File: config.mk
export PLATFORM = sky130hd
export DESIGN_NAME = abstract_cmd_seq
export DESIGN_NICKNAME = d
export VERILOG_FILES = /design/src/rtl/abstract_cmd_seq_pkg.sv /design/src/rtl/abstract_cmd_seq_dbg_timeout.sv /design/src/rtl/abstract_cmd_seq.sv
export SDC_FILE = /design/constraint.sdc
export NUM_CORES = 1
export LEC_CHECK = 0
export ABC_AREA = 1
export BUFFER_PORTS_ARGS = -buffer_cell sky130_fd_sc_hd__buf_4
export CAP_MARGIN = 10
export CORE_MARGIN = 1.5
export CORE_UTILIZATION = 35
export DETAILED_ROUTE_END_ITERATION = 10
export HOLD_SLACK_MARGIN = 0.1
export PLACE_DENSITY_LB_ADDON = 0.1
export RECOVER_POWER = 100
export REMOVE_ABC_BUFFERS = 1
export SETUP_SLACK_MARGIN = 0.5
export SYNTH_ARGS = -nofsm -noshare
export SYNTH_HDL_FRONTEND = slang
export SYNTH_SLANG_ARGS = --single-unit
File: constraint.sdc
create_clock -name clk -period 1.41 [get_ports clk]
set_input_delay 0.282 -clock clk [delete_from_list [all_inputs] [get_ports clk]]
set_output_delay 0.282 -clock clk [all_outputs]
set_load 0.02 [all_outputs]
File: src/rtl/abstract_cmd_seq_pkg.sv
// Shared debug definitions for the abstract-command sequencer: state type,
// cmderr codes, GPR regno window and legality helpers.
package abstract_cmd_seq_pkg;

  typedef enum logic [2:0] {
    ST_IDLE        = 3'd0,
    ST_HALT_WAIT   = 3'd1,
    ST_ACCESS      = 3'd2,
    ST_CAPTURE     = 3'd3,
    ST_RESUME_WAIT = 3'd4
  } seq_state_e;

  localparam logic [2:0]  CMDERR_NONE       = 3'd0;
  localparam logic [2:0]  CMDERR_BUSY       = 3'd1;
  localparam logic [2:0]  CMDERR_NOTSUP     = 3'd2;
  localparam logic [2:0]  CMDERR_EXCEPTION  = 3'd3;
  localparam logic [2:0]  CMDERR_HALTRESUME = 3'd4;

  localparam logic [15:0] REGNO_GPR_BASE    = 16'h1000;
  localparam logic [2:0]  AARSIZE_32        = 3'd2;

  // GPRs occupy the 32-entry window starting at REGNO_GPR_BASE
  function automatic logic is_gpr_regno(input logic [15:0] regno);
    return (regno[15:5] == REGNO_GPR_BASE[15:5]);
  endfunction

  function automatic logic cmd_illegal(input logic        postexec,
                                       input logic        transfer,
                                       input logic [2:0]  aarsize,
                                       input logic [15:0] regno);
    return postexec ||
           (transfer && ((aarsize != AARSIZE_32) || !is_gpr_regno(regno)));
  endfunction

endpackage

File: src/rtl/abstract_cmd_seq_dbg_timeout.sv
// Loadable down-counter bounding the halt/resume handshakes; Expired is high
// while the count sits at zero.
module abstract_cmd_seq_dbg_timeout #(
  parameter int WIDTH = 11
) (
  input  logic             clk,
  input  logic             sys_reset,
  input  logic             load,
  input  logic [WIDTH-1:0] load_value,
  input  logic             en,
  output logic             Expired
);

  logic [WIDTH-1:0] count_r;

  // count down while enabled, saturating at zero
  always_ff @(posedge clk) begin
    if (sys_reset) begin
      count_r <= {WIDTH{1'b0}};
    end else if (load) begin
      count_r <= load_value;
    end else if (en && (count_r != {WIDTH{1'b0}})) begin
      count_r <= count_r - {{(WIDTH-1){1'b0}}, 1'b1};
    end else begin
      count_r <= count_r;
    end
  end

  assign Expired = (count_r == {WIDTH{1'b0}});

endmodule

File: src/rtl/abstract_cmd_seq.sv
// Debug Module "Access Register" sequencer driving the core's debug register
// port. Define ABSTRACT_AUTOHALT_EN to halt/resume a running core around an access.
module abstract_cmd_seq
  import abstract_cmd_seq_pkg::*;
#(
  parameter int HALT_TIMEOUT = 1024
) (
  input  logic        clk,
  input  logic        sys_reset,
  input  logic        CmdValid,
  input  logic [15:0] CmdRegno,
  input  logic        CmdWrite,
  input  logic        CmdTransfer,
  input  logic        CmdPostexec,
  input  logic [2:0]  CmdAarsize,
  input  logic [31:0] Data0In,
  input  logic        CmdErrClr,
  output logic        CmdBusy,
  output logic [2:0]  CmdErr,
  output logic [31:0] Data0Out,
  output logic        Data0We,
  input  logic        DebugMode,
  output logic        HaltReq,
  output logic        ResumeReq,
  output logic        DebugControl,
  output logic [4:0]  RegAddr,
  output logic [31:0] RegIn,
  output logic        DebugRegWrite,
  input  logic [31:0] RegOut
);

  seq_state_e  state_r, state_s;
  logic [2:0]  err_s;
  logic        latch_s;
  logic [4:0]  regno_r;
  logic        write_r;
  logic [31:0] data0_r;

  logic [4:0]  acc_addr_s;
  logic        acc_write_s;
  logic [31:0] acc_data_s;

  logic        ctl_s, regwr_s, d0we_s, halt_s, resume_s;
  logic [4:0]  addr_s;
  logic [31:0] regin_s, d0out_s;

`ifdef ABSTRACT_AUTOHALT_EN
  localparam int TW = $clog2(HALT_TIMEOUT + 1);
  logic auto_r;
  logic tload_s;
  logic expired_s;

  abstract_cmd_seq_dbg_timeout #(.WIDTH(TW)) u_timeout (
    .clk        (clk),
    .sys_reset  (sys_reset),
    .load       (tload_s),
    .load_value (TW'(HALT_TIMEOUT)),
    .en         ((state_r == ST_HALT_WAIT) || (state_r == ST_RESUME_WAIT)),
    .Expired    (expired_s)
  );
`endif

  // next state, cmderr update and next values of the registered port outputs
  always_comb begin
    state_s  = state_r;
    latch_s  = 1'b0;
    ctl_s    = 1'b0;
    addr_s   = 5'd0;
    regin_s  = 32'd0;
    regwr_s  = 1'b0;
    d0we_s   = 1'b0;
    d0out_s  = Data0Out;
    halt_s   = 1'b0;
    resume_s = 1'b0;
`ifdef ABSTRACT_AUTOHALT_EN
    tload_s  = 1'b0;
`endif

    // the accepting cycle uses live inputs; a deferred access uses the latch
    if (state_r == ST_IDLE) begin
      acc_addr_s  = CmdRegno[4:0];
      acc_write_s = CmdWrite;
      acc_data_s  = Data0In;
    end else begin
      acc_addr_s  = regno_r;
      acc_write_s = write_r;
      acc_data_s  = data0_r;
    end

    if (CmdErrClr) begin
      err_s = CMDERR_NONE;
    end else begin
      err_s = CmdErr;
    end

    if ((state_r != ST_IDLE) && CmdValid && (CmdErr == CMDERR_NONE)) begin
      err_s = CMDERR_BUSY;
    end else begin
      err_s = err_s;
    end

    case (state_r)
      ST_IDLE: begin
        if (CmdValid && (CmdErr == CMDERR_NONE)) begin
          if (cmd_illegal(CmdPostexec, CmdTransfer, CmdAarsize, CmdRegno)) begin
            err_s = CMDERR_NOTSUP;
          end else if (!CmdTransfer) begin
            state_s = ST_IDLE;
          end else if (DebugMode) begin
            state_s = ST_ACCESS;
            latch_s = 1'b1;
          end else begin
`ifdef ABSTRACT_AUTOHALT_EN
            state_s = ST_HALT_WAIT;
            latch_s = 1'b1;
            halt_s  = 1'b1;
            tload_s = 1'b1;
`else
            err_s   = CMDERR_HALTRESUME;
`endif
          end
        end else begin
          state_s = ST_IDLE;
        end
      end
`ifdef ABSTRACT_AUTOHALT_EN
      ST_HALT_WAIT: begin
        if (DebugMode) begin
          state_s = ST_ACCESS;
        end else if (expired_s) begin
          state_s = ST_IDLE;
          err_s   = CMDERR_HALTRESUME;
        end else begin
          halt_s  = 1'b1;
        end
      end
      ST_RESUME_WAIT: begin
        if (!DebugMode) begin
          state_s  = ST_IDLE;
        end else if (expired_s) begin
          state_s  = ST_IDLE;
          err_s    = CMDERR_HALTRESUME;
        end else begin
          resume_s = 1'b1;
        end
      end
`endif
      ST_ACCESS: begin
        state_s = ST_CAPTURE;
      end
      ST_CAPTURE: begin
`ifdef ABSTRACT_AUTOHALT_EN
        if (auto_r) begin
          state_s  = ST_RESUME_WAIT;
          resume_s = 1'b1;
          tload_s  = 1'b1;
        end else begin
          state_s  = ST_IDLE;
        end
`else
        state_s = ST_IDLE;
`endif
      end
      default: begin
        state_s = ST_IDLE;
      end
    endcase

    // port values for the state being entered; x0 writes are swallowed
    case (state_s)
      ST_ACCESS: begin
        ctl_s   = 1'b1;
        addr_s  = acc_addr_s;
        regwr_s = acc_write_s && (acc_addr_s != 5'd0);
        regin_s = regwr_s ? acc_data_s : 32'd0;
      end
      ST_CAPTURE: begin
        ctl_s  = 1'b1;
        addr_s = regno_r;
        if (!write_r) begin
          d0we_s  = 1'b1;
          d0out_s = (regno_r == 5'd0) ? 32'd0 : RegOut;
        end else begin
          d0we_s  = 1'b0;
        end
      end
      default: begin
        ctl_s = 1'b0;
      end
    endcase
  end

  // state and registered outputs; reset aborts any command in flight
  always_ff @(posedge clk) begin
    if (sys_reset) begin
      state_r       <= ST_IDLE;
      CmdBusy       <= 1'b0;
      CmdErr        <= CMDERR_NONE;
      Data0Out      <= 32'd0;
      Data0We       <= 1'b0;
      HaltReq       <= 1'b0;
      ResumeReq     <= 1'b0;
      DebugControl  <= 1'b0;
      RegAddr       <= 5'd0;
      RegIn         <= 32'd0;
      DebugRegWrite <= 1'b0;
    end else begin
      state_r       <= state_s;
      CmdBusy       <= (state_s != ST_IDLE);
      CmdErr        <= err_s;
      Data0Out      <= d0out_s;
      Data0We       <= d0we_s;
      HaltReq       <= halt_s;
      ResumeReq     <= resume_s;
      DebugControl  <= ctl_s;
      RegAddr       <= addr_s;
      RegIn         <= regin_s;
      DebugRegWrite <= regwr_s;
    end
  end

  // command fields captured at acceptance
  always_ff @(posedge clk) begin
    if (sys_reset) begin
      regno_r <= 5'd0;
      write_r <= 1'b0;
      data0_r <= 32'd0;
    end else if (latch_s) begin
      regno_r <= CmdRegno[4:0];
      write_r <= CmdWrite;
      data0_r <= Data0In;
    end else begin
      regno_r <= regno_r;
      write_r <= write_r;
      data0_r <= data0_r;
    end
  end

`ifdef ABSTRACT_AUTOHALT_EN
  // remembers whether this command issued the halt and so owes a resume
  always_ff @(posedge clk) begin
    if (sys_reset) begin
      auto_r <= 1'b0;
    end else if (latch_s) begin
      auto_r <= !DebugMode;
    end else begin
      auto_r <= auto_r;
    end
  end
`endif

endmodule

Word-level counts from Yosys, hierarchy flattened
Index checks and enable logic that the tools add are counted.
Word-level totals
  input bits: 91
  output and inout bits: 78
  flip-flop bits (word level): 117
  logic and storage cells: 64
Cells by class
  multiplexer cells: 24
  reductions and logical operators: 19
  equal/unequal tests: 5
  bitwise gates (word level): 4
Operators by type and width (number)
  $mux W32: 2
  $mux W3: 11
  $eq A11 B8 Y1 const B: 1
  $pmux W5 S2: 1
  $eq A3 B2 Y1 const B: 3
  $mux W1: 8
  $logic_not A3 Y1: 2
  $pmux W3 S2: 1
  $reduce_bool A3 Y1: 2
  $reduce_or A2 Y1: 3
  $logic_and A1 B1 Y1: 5
  $logic_not A5 Y1: 1
  $mux W5: 1
  $reduce_bool A5 Y1: 1
  $not A1 Y1: 4
  $ne A3 B2 Y1 const B: 1
  $reduce_or A3 Y1: 1
  $logic_or A1 B1 Y1: 2
  $reduce_and A2 Y1: 1
  $logic_not A1 Y1: 1

Depth between registers and ports, before layout
  word-level depth: 11
  depth in mapped cells: 11
  mapped depth without buffers: 10

Worst setup path before layout
OpenSTA, ideal clock, no wires.
  kind: reg-to-reg
  from: register CmdErr[1]
  to: register regno_r[2]
  buffers on the path: 2
  setup time: 119 ps
  path slack: -81 ps
  stages on the path, launching flop included: 9
  arrival time: 1371 ps
  cells stage by stage: dfxtp_1 > nor3_4 > nand2_1 > nor3_2 > nand3_2 > buf_6 > buf_6 > o21ai_0 > a21oi_1
On the way
  word-level cells in the longest chain between the ends: 4
Ends and longest elaborated chain
  start, declared: RTL line abstract_cmd_seq.sv:19  | output logic [2:0] CmdErr,
  start signal, assigned: RTL line abstract_cmd_seq.sv:210  | CmdErr <= err_s;
  $logic_not A3 Y1: RTL line abstract_cmd_seq.sv:104  | if (CmdValid && (CmdErr == CMDERR_NONE)) begin
  $logic_and A1 B1 Y1: RTL line abstract_cmd_seq.sv:104
  $mux W1: RTL line abstract_cmd_seq.sv:104
  $mux W1: RTL line abstract_cmd_seq.sv:102  | case (state_r)
  end signal, assigned: RTL line abstract_cmd_seq.sv:229  | regno_r <= CmdRegno[4:0];
  end signal, assigned: RTL line abstract_cmd_seq.sv:233  | regno_r <= regno_r;
  end, declared: RTL line abstract_cmd_seq.sv:35  | logic [4:0] regno_r;
No other way between the ends.
A chain may end at the register's enable or synchronous reset.

Worst setup path in the final report
  from: register state_r[2]
  to: register RegIn[23]
On the way
  word-level cells in the longest chain between the ends: 8
  elaborated cells between the ends (all ways): 16
Ends and longest elaborated chain
  start, declared: RTL line abstract_cmd_seq.sv:32  | seq_state_e state_r, state_s;
  start signal, assigned: RTL line abstract_cmd_seq.sv:208  | state_r <= state_s;
  $mux W3: RTL line abstract_cmd_seq.sv:109  | end else if (DebugMode) begin
  $mux W3: RTL line abstract_cmd_seq.sv:107  | end else if (!CmdTransfer) begin
  $mux W3: RTL line abstract_cmd_seq.sv:105  | if (cmd_illegal(CmdPostexec, CmdTransfer, CmdAarsize, CmdRegno)) begin
  $mux W3: RTL line abstract_cmd_seq.sv:104
  $pmux W3 S2: RTL line abstract_cmd_seq.sv:102
  $eq A3 B2 Y1: RTL line abstract_cmd_seq.sv:170  | case (state_s)
  $not A1 Y1 (no source line)
  $reduce_or A3 Y1 (no source line)
  end signal, assigned: RTL line abstract_cmd_seq.sv:217  | RegIn <= regin_s;
  end, declared: RTL line abstract_cmd_seq.sv:27  | output logic [31:0] RegIn,
Parallel ways exist; a longest one is shown, timed or not.

==> impl_results.md <==
* Hold violation count in the final report at 0
* Pre-antenna DRT Iters at 4
* XOR/XNOR Fraction of Synth Area at 0%
* Vias per cell at 4.64
* Crit path buf inv count at 2
* Synth Cell Area at 4970 um2
* Io pins at 169
* Mapped Cells at 592
* Starting Density at 35.8%
* Post-synthesis mux area share at 7.25%
* Setup crit end kind: flip-flop
* Crit-path max FO at 18
* RSZ-0062 raised after global routing: yes
* Netlist cell types at 29
* Non-filler cells, final at 980
* Gr usage total at 18.2%
* First-pass GRT wire length at 20900 um
* Initial DRC Count at 192
* Sequential area share after synthesis at 47.2%
* Final worst-path setup slack at -0.164 ns
* Number of synthesized flops with an enable pin at 0
* Final worst-path cycle share at 112%
* Initial antenna violation count at 0
* Avg Cell Area, Syn at 8.39 um2
* Pre-CTS setup slack at -0.150 ns
* Min-delay src: RegOut[20]
* IO Port Bufs at 166
* Largest net degree at the start of global routing at 46
* Ant. Diodes at 0
* Worst VDD drop at 700 uV
* Vias at 4546
* Max_cap viols at 0
* Number of global-route vias before repair at 4256
* Lkg Pwr at 0.00351 uW
* Worst r2r src: state_r[2]$_SDFF_PP0_
* Worst path cell trace: nor2_4, buf_4, nand3_2, a21oi_4, nand3_4, buf_12, nor3_2
* Status: complete, but fails checks
* FP Rows at 43
* Final min period at 1.57 ns
* Placed cell count at 930
* Critical path launch point type: flip-flop
* Post-Synth Simple-Gate Area at 20.1%
* Clk Latency, worst-skew pair at 0.41 ns
* CP max-delay cell: dfxtp_2
* Die Area at 14900 um2
* Die width at 122 um
* Worst min-delay path class: in -> reg
* Clock Path Buffers at 2
* YS warnings at 0
* CP startpoint: state_r[2]$_SDFF_PP0_
* Fmax at 635 MHz
* # fillers at 1241
* Remaining DRCs at 0
* Layout cells sized above 1 at 53.9%
* Post-detail-place hpwl at 8220 um
* Congestion Overflow GR at 0
* CTS tree: built
* WP data required at 1.74 ns
* FFs w/ async S/R, synth at 0%
* DRT antenna net count at 0
* Critical path class: reg -> reg
* Compound-Gate Fraction of Synth Area at 12.3%
* Routed WL at 14200 um
* Area grow syn2layout at 60.8%
* Cts hold-fix bufs at 0
* Largest family of logic cells by synthesized area: simple AND/OR/NAND/NOR gates
* CP max stage delay at 0.32 ns
* # setup viols final at 111
* Die Span Y at 122 um
* Critical path data arrival time at 1.91 ns
* Gpl congestion at 0.771
* Final Net Count at 878
* Clock transition at path regs at 0.06 ns
* Total CTS buffers at 17
* Top_reg_cell synth: dfxtp_1
* Root buf cell: clkbuf_16
* CTS H-tree depth at 4
* Sink Count at 117
* Synth Area in Adders at 0%
* Layout Utilization at 57.5%
* Power density cells at 1050 nW/um2
* Top delay family on crit path: simple AND/OR/NAND/NOR gates
* Routed len/inst at 14.5 um
* Final Total Pwr at 8390 uW
* Final Skew at 0.00805 ns
* Synth Register Bits at 117
* Slew Limit Fails at 0
* Core Box Area at 13900 um2
* Failing checks: negative setup slack
through the flow:
stage	setup TNS, ns	hold slack, ns	area [um2]
after detailed placement	-7.42	0.434	6510
after global placement	-6.81	0.426	6510
after global routing	-20.32	0.117	7990
final	-11.26	0.125	7990
after floorplan	-55.16	0.351	4710
after CTS	-7.64	0.108	7440
worst register-to-register path: stages, from the launching register on:
cell	delay, ns
dfxtp_2	0.32
nor2_4	0.20
buf_4	0.18
nand3_2	0.11
a21oi_4	0.21
nand3_4	0.13
buf_12	0.18
nor3_2	0.18
cells in the mapped netlist (2+ instances only):
| library cell | instances | area share [%] |
|---|---|---|
| dfxtp_1 | 117 | 47 |
| clkbuf_1 | 12 | 0.91 |
| buf_2 | 4 | 0.40 |
| nor2_1 | 20 | 1.5 |
| buf_6 | 14 | 3.2 |
| nand2_1 | 92 | 7.0 |
| inv_1 | 101 | 7.6 |
| nand3_1 | 22 | 2.2 |
| mux2_2 | 32 | 7.3 |
| nor3_2 | 30 | 6.0 |
| inv_2 | 3 | 0.23 |
| a21oi_1 | 59 | 5.9 |
| buf_1 | 2 | 0.15 |
| buf_4 | 4 | 0.60 |
| nand3_2 | 2 | 0.40 |
| o21ai_0 | 53 | 5.3 |
| nand4_1 | 6 | 0.76 |
| nor2_4 | 2 | 0.45 |
| nand2_2 | 3 | 0.38 |
| nor3_1 | 5 | 0.50 |
layout by cell type (no fill, tap or decap), types with 3 or more instances in the layout:
| cell | count |
|---|---|
| buf_12 | 11 |
| a21oi_2 | 23 |
| a21oi_1 | 36 |
| clkinv_2 | 3 |
| nor2_1 | 16 |
| nand4_1 | 6 |
| o21ai_0 | 14 |
| inv_2 | 3 |
| o21ai_2 | 14 |
| nor2_4 | 3 |
| clkinvlp_4 | 6 |
| nand2_1 | 90 |
| clkbuf_16 | 21 |
| nand3_1 | 22 |
| buf_4 | 110 |
| clkbuf_8 | 3 |
| inv_1 | 100 |
| conb_1 | 3 |
| o21ai_1 | 26 |
| nor2_2 | 3 |
| mux2_2 | 32 |
| dfxtp_1 | 51 |
| buf_6 | 79 |
| nand2_2 | 3 |
| nor3_2 | 32 |
| buf_16 | 3 |
| dfxtp_2 | 64 |
area by class of cell:
cell class,instances,area [um2],area share [%]
clock inverters,12,129,1.61
flip-flops and latches,117,2430,30.4
inverters,104,395,4.95
multi-input cells,338,2220,27.7
repair buffers,209,2130,26.6
clock buffers,20,467,5.84
well taps,180,225,2.82
final timing paths:
kind                                                  end  slack [ns]  cells past startpoint
worst min-delay path            Data0Out[20]$_SDFFE_PP0P_        0.13                      3
worst max-delay path                 RegIn[23]$_SDFF_PP0_       -0.16                      7
worst min register to register   data0_r[24]$_SDFFE_PP0P_        0.44                      2
worst max register to register       RegIn[23]$_SDFF_PP0_       -0.16                      7
cells by family (layout without fill, tap and decap cells):
| family | count (synthesis) | count (layout) |
|---|---|---|
| compound gates | 117 | 117 |
| buf+inv | 140 | 345 |
| flops | 117 | 117 |
| other cells | 1 | 3 |
| mux | 32 | 32 |
| simple gates | 185 | 186 |
state kept, by name, indices dropped and copies added, names as in the netlist, 3 cells and up:
| signal | flops |
|---|---|
| Data0Out | 32 |
| RegIn | 32 |
| data0_r | 32 |
| RegAddr | 5 |
| regno_r | 5 |
| CmdErr | 3 |
| state_r | 3 |
report_power, final:
group / leakage [uW] / switching (uW) / internal (uW)
logic: 0.00226 / 379 / 405
clock network: 0.000276 / 1530 / 2730
registers: 0.000977 / 15.5 / 3330
total: 0.00351 / 1920 / 6460
routing by layer:
metal  wire length (um)  GRT usage (%)
met5                  0              0
met4                207           6.47
met3                969           6.04
met2               6960           29.2
met1               6050           22.8
repair_timing:
item,CTS,global route
pin swaps,8,5
setup buffers,4,4
hold endpoints to repair,0,0
setup endpoints to repair,192,192
gates resized for setup,79,175
gates cloned,4,6
No activity file was read; power rests on OpenSTA's default activity.
